===== config.mk =====
export PLATFORM = sky130hd
export DESIGN_NAME = shift_add_mult
export DESIGN_NICKNAME = d
export VERILOG_FILES = /design/src/rtl/mult_pkg.sv /design/src/rtl/add4_comb.sv /design/src/rtl/shift_add_mult.sv
export SDC_FILE = /design/constraint.sdc
export NUM_CORES = 1
export LEC_CHECK = 0
export CAP_MARGIN = 20
export CORE_MARGIN = 2
export CORE_UTILIZATION = 30
export DETAILED_ROUTE_END_ITERATION = 16
export SYNTH_ARGS = -nofsm -noshare
export SYNTH_HDL_FRONTEND = slang
export SYNTH_HIERARCHICAL = 1
export SYNTH_SLANG_ARGS = --single-unit

===== constraint.sdc =====
create_clock -name clk -period 3.7 [get_ports clk]
set_input_delay 1.11 -clock clk [delete_from_list [all_inputs] [get_ports clk]]
set_output_delay 1.11 -clock clk [all_outputs]
set_load 0.02 [all_outputs]

===== src/rtl/mult_pkg.sv =====
// Shared constants and state encoding for the
// sequential shift-add multiplier.
package mult_pkg;

    localparam int W = 4;

    localparam logic [1:0] CNT_LAST = 2'd3;

    typedef enum logic [1:0] {
        IDLE = 2'd0,
        RUN  = 2'd1,
        DONE = 2'd2
    } state_t;

endpackage


===== src/rtl/add4_comb.sv =====
// Combinational ripple-carry adder built from
// per-bit full-adder cells.
module add4_comb
    import mult_pkg::*;
(
    input  logic [W-1:0] x,
    input  logic [W-1:0] y,
    input  logic         ci,
    output logic [W-1:0] s,
    output logic         co
);

    logic [W:0] c;

    assign c[0] = ci;

    for (genvar i = 0; i < W; i++) begin : g_fa
        assign s[i]   = x[i] ^ y[i] ^ c[i];
        assign c[i+1] = (x[i] & y[i])
                      | (c[i] & (x[i] ^ y[i]));
    end

    assign co = c[W];

endmodule


===== src/rtl/shift_add_mult.sv =====
// 4x4 unsigned multiplier: one partial-product
// add per clock with start/busy/done handshake.
module shift_add_mult
    import mult_pkg::*;
(
    input  logic           clk,
    input  logic           rst,
    input  logic           start,
    input  logic [W-1:0]   a,
    input  logic [W-1:0]   b,
    output logic           busy,
    output logic           done,
    output logic [2*W-1:0] p
);

    state_t         state;
    logic [W-1:0]   mcand;
    logic [W-1:0]   acc_hi;
    logic [W-1:0]   q;
    logic [1:0]     cnt;
    logic [W-1:0]   addend;
    logic [W-1:0]   sum;
    logic           co;

    assign addend = q[0] ? mcand : '0;

    add4_comb u_add (
        .x  (acc_hi),
        .y  (addend),
        .ci (1'b0),
        .s  (sum),
        .co (co)
    );

    always_ff @(posedge clk) begin
        if (rst) begin
            state  <= IDLE;
            mcand  <= '0;
            acc_hi <= '0;
            q      <= '0;
            cnt    <= '0;
            p      <= '0;
            busy   <= 1'b0;
            done   <= 1'b0;
        end else begin
            done <= 1'b0;
            unique case (state)
                IDLE: begin
                    if (start) begin
                        mcand  <= a;
                        q      <= b;
                        acc_hi <= '0;
                        cnt    <= '0;
                        busy   <= 1'b1;
                        state  <= RUN;
                    end
                end
                RUN: begin
                    // {co,sum,q} shifted right by one
                    acc_hi <= {co, sum[W-1:1]};
                    q      <= {sum[0], q[W-1:1]};
                    cnt    <= cnt + 2'd1;
                    if (cnt == CNT_LAST) begin
                        busy  <= 1'b0;
                        state <= DONE;
                    end
                end
                DONE: begin
                    p     <= {acc_hi, q};
                    done  <= 1'b1;
                    state <= IDLE;
                end
                default: begin
                    busy  <= 1'b0;
                    state <= IDLE;
                end
            endcase
        end
    end

endmodule


# Word-level counts from Yosys, hierarchy flattened
# Cells that the tools add are included.
totals:
  ff_bits: 26
  out_inout_bits: 10
  elab_cells: 52
op_classes:
  add_sub_neg: 1
  n_eq_ne: 5
  mux: 14
  bitwise_logic: 18
  reduce_logical: 6
op_table:
  columns: ["op", "count"]
  rows:
  - ["$pmux 4 s2", 2]
  - ["$mux 4", 3]
  - ["$pmux 2 s2", 2]
  - ["$and 1x1->1", 7]
  - ["$xor 1x1->1", 7]
  - ["$mux 2", 3]
  - ["$reduce_and 2->1", 3]
  - ["$eq 2x2->1 const B", 2]
  - ["$ne 2x2->1 const B", 2]
  - ["$mux 1", 3]
  - ["$or 1x1->1", 3]
  - ["$pmux 1 s3", 1]
  - ["$reduce_and 3->1", 1]
  - ["$add 2x1->2 const B", 1]
  - ["$eq 2x1->1 const B", 1]
  - ["$logic_not 2->1", 1]
  - ["$reduce_bool 2->1", 1]
  - ["$not 1->1", 1]

# Longest topological paths before layout
logic_depth:
  ltp_word: 9
  mapped_depth: 11
  mapped_depth_nobuf: 11

# Cells and area by module
# Netlist, hierarchy kept.
modules_own_cells:
  columns: ["mod", "n_inst", "cells_per_inst", "area_each_um2"]
  rows:
  - ["shift_add_mult", 1, 113, 1044.8]
  - ["add4_comb", 1, 14, 117.6]

# Least setup slack after synthesis
# Ideal clock, no wire load.
synth_timing:
  path_kind: "register -> register"
  from: "register q[0]"
  to: "register acc_hi[2]"
  setup_time_ps: 65
  arrival_ps: 2132
  required_time_ps: 3635
  path_slack_ps: 1503
  path_stages_with_launch: 12
  synth_period_minus_slack_ps: 2197
  cell_sequence: "dfxtp_1 -> and2_1 -> fa_1 -> inv_1 -> fa_1 -> inv_1 -> fa_1 -> inv_1 -> fa_1 -> inv_1 -> a22oi_1 -> nor2_1"
synth_between:
  elab_chain_len: 8
  elab_cells_between_ends: 13
  cone_classes: "mux (2); bitwise (11)"
synth_lines:
  columns: ["element", "line", "rtl"]
  rows:
  - ["start, declared", "shift_add_mult.sv:19", "logic [W-1:0] q;"]
  - ["start signal, assigned", "shift_add_mult.sv:61", "q <= {sum[0], q[W-1:1]};"]
  - ["$mux 4", "shift_add_mult.sv:25", "assign addend = q[0] ? mcand : '0;"]
  - ["named net addend[0]", "shift_add_mult.sv:21", "logic [W-1:0] addend;"]
  - ["$and 1x1->1", "add4_comb.sv:19", "assign c[i+1] = (x[i] & y[i])"]
  - ["$and 1x1->1", "add4_comb.sv:20", "| (c[i] & (x[i] ^ y[i]));"]
  - ["$or 1x1->1", "add4_comb.sv:20", null]
  - ["$and 1x1->1", "add4_comb.sv:20", null]
  - ["$or 1x1->1", "add4_comb.sv:20", null]
  - ["$xor 1x1->1", "add4_comb.sv:18", "assign s[i] = x[i] ^ y[i] ^ c[i];"]
  - ["named net sum[3]", "shift_add_mult.sv:22", "logic [W-1:0] sum;"]
  - ["$pmux 4 s2", "shift_add_mult.sv:47", "unique case (state)"]
  - ["end signal, assigned", "shift_add_mult.sv:60", "acc_hi <= {co, sum[W-1:1]};"]
  - ["end, declared", "shift_add_mult.sv:18", "logic [W-1:0] acc_hi;"]
# The timed path passes the listed nets, and every way through them passes these cells.
# A chain may end at the register's enable or synchronous reset.

# Worst setup path in the final report
# Ends and elaborated chain as after synthesis.

==> results.yml <==
die:
  initial_utilization: 0.315
  rows: 22
  core-area_um2: 3690
  die_area_um2: 4390
  io_pins: 21
  die_h_um: 66.2
  fp.dieW_um: 66.2
detailed_routing:
  drtAntennaViolNets: 0
  viasPerCell: 4.54
  routed_wirelength_mm: 2.18
  num_vias: 867
  drc: 0
  drtIter0Drc: 31
  wl_per_cell_um: 11.4
  dr.pass1.iters: 4
global_route:
  grt_pass1_vias: 841
  grt-ovfl-total: 0
  grt_max_degree: 27
  grtUsageTotal: 0.105
  grt_pass1_wl_mm: 3.55
  antenna_found_initial: 0
place:
  portBuffers: 20
  dp_cells: 187
  dp_hpwl_mm: 1.65
  postPlaceCellArea_um2: 1370
  routabilityCongestion: 0.738
worst_setup_path:
  path_max_fanout: 6
  critPathCaptureType: "flop"
  critical_path_depth: 11
  cp-start-kind: "flop"
  cp.buffers_inverters: 4
  r2r_cells: 11
  critPathKind: "reg -> reg"
  regToRegEndpoint: "acc_hi[2]"
  path_cells: "and2_1, fa_1, inv_1, fa_1, inv_1, fa_1, inv_1, fa_1, inv_1, a22oi_1, nor2_1"
  crit_family: "adder cells"
  cpPeakStageDelay_ns: 0.42
  required_ns: 3.89
  reg2reg_from: "q[0]"
  rrSetupSlack_ns: 1.31
  cp_slowest_cell: "fa_1"
  crit_arrival_ns: 2.59
clock_tree:
  clkSlewWorstSetupHoldPaths_ns: 0.09
  numCtsBuffers: 3
  cts_hold_buf: 0
  postCtsSetupRepairBufs: 0
  root_buffer: "clkbuf_8"
  worstSkewPairLatency_ns: 0.27
  cts_max_level: 1
  post_cts_resized: 0
  clk_path_buf_depth: 2
  cts_tree: "done"
  cts.sinks: 26
pwr:
  comb_power_share: 0.098
  powerDensity_nw_per_um2: 374
  p_int_mw: 0.413
  p_clk_frac: 0.340
  switching_share: 0.223
  vdd_drop_max_v: 0.000158
  switching_power_mw: 0.118
  sequentialPowerShare: 0.562
  leakage_nw: 0.542
synth:
  yosys_register_bits: 26
  synth_area_leader_cell: "dfxtp_1"
  synth_area_per_cell_um2: 9.15
  synth_top_area_frac: 0.448
  ys_top_cells_by_area: "dfxtp_1, fa_1, a21oi_1"
  synth-compound-area-share: 0.140
  ys.warnings.count: 6
  synthXorXnorAreaFrac: 0
  synthCells: 127
  post_synth_num_cell_types: 24
  synth_simple_gate_area_frac: 0.182
  synth.area.mux_share: 0.0517
  synthAdderAreaFrac: 0.0797
  seq_area_frac_synth: 0.448
  synth_top_family_by_area: "simple AND/OR/NAND/NOR gates"
  synth_nets: 143
  netlist_area_um2: 1160
worst_hold_path:
  hold_start: "p[1]"
  whs_path_depth: 2
  hold_path.class: "reg -> reg"
  worstHoldEndpoint: "p[1]"
timing:
  fmaxAchievable_mhz: 418
  max_slew_margin: 0.385
  setup_viol_count_final: 0
  finalClockSkew_ns: 0.00588
  rsz0062_at_grt: "no"
  slew_viol_final: 0
  worst_pin_slew_ns: 0.920
  hold_violations: 0
  tns_ns: 0
  post-route-min-period_ns: 2.39
  period_share: 0.647
run:
  cap_violations: 0
cells_and_area:
  n_fill_cell: 389
  diodes: 0
  syn_to_final_growth_pct: 22.4
  final_area_um2: 1420
  layout_commonest_cell: "dfxtp_1"
  final_cells: 191
  nets: 160
  final_cell_mix: "dfxtp_1, clkdlybuf4s50_1, nand2_1"
  drive_above_1_share: 0.0629
status:
  status: "finished, final reports clean"
==> flip-flops by register name, summed over array words and instances, names as in the netlist <==
name and flops:
cnt 2, acc_hi 4, busy 1, mcand 4
state 2, p 8, q 4, done 1
==> cell families (layout without fill, tap and decap cells) <==
family          after synthesis  after routing
fa+ha+maj                     5              5
flops                        26             26
mux                           6              6
other cells                   1              1
compound gates               24             24
buf+inv                      23             39
simple gates                 42             42
==> power groups by stage <==
stage | combinational (mW) | sequential (mW) | clock (mW)
after detailed placement | 0.0528 | 0.306 | 0
after global routing | 0.0569 | 0.301 | 0.201
after CTS | 0.0531 | 0.299 | 0.189
after global placement | 0.0509 | 0.305 | 0
final | 0.0521 | 0.299 | 0.181
after floorplan | 0.0374 | 0.303 | 0
==> metal layers <==
metal | up-vias | global-route usage | wire [um]
met2 | 18 | 0.196 | 1130
met1 | 410 | 0.112 | 925
met5 | - | 0 | 0
li1 | 437 | - | -
met3 | 2 | 0.0341 | 112
met4 | 0 | 0.0230 | 10
==> metrics by stage <==
stage	hold slack (ns)	utilization	worst slack, ns	total power [mW]
5_1_grt	0.490	0.386	1.16	0.559
3_5_place_dp	0.455	0.371	1.10	0.358
4_1_cts	0.467	0.386	1.28	0.541
6_report	0.466	0.386	1.31	0.532
3_3_place_gp	0.451	0.371	1.16	0.356
2_1_floorplan	0.445	-	1.50	0.340
==> synthesized netlist by cell type <==
cell      instances
o21bai_1          2
nand2b_1          2
buf_2             2
conb_1            1
ha_1              1
nor2b_1           2
nor3_1            1
a21oi_1          13
nor3b_1           1
inv_1            15
nor3b_4           1
o221a_1           1
a22oi_1           5
buf_6             3
nand3b_1          1
mux2i_1           6
clkbuf_1          3
fa_1              4
dfxtp_1          26
nand2_1          16
and2_1            4
nor2_1           13
o221a_2           3
nor2b_4           1
==> tightest hold or removal path: cells and delay by family, from the launching register on <==
| family | cells | cell delay (ns) |
|---|---|---|
| flops | 1 | 0.32 |
| compound gates | 1 | 0.06 |
| simple gates | 1 | 0.05 |
==> worst max-delay path by stage <==
stage | from | endpoint
CTS | q[0] | acc_hi[2]
global route | q[0] | acc_hi[2]
global placement | rst | q[0]
detailed placement | rst | q[3]
floorplan | q[0] | acc_hi[2]
finish | q[0] | acc_hi[2]
==> cell type report <==
cell class	instances	area [um^2]	share of cell area
multi-input cells	78	531	0.373
flip-flops and latches	26	520	0.366
repair buffers	20	200	0.141
well taps	48	60.1	0.0422
inverters	15	56.3	0.0396
clock buffers	4	55.1	0.0387
Power figures use the tool's default switching activity.
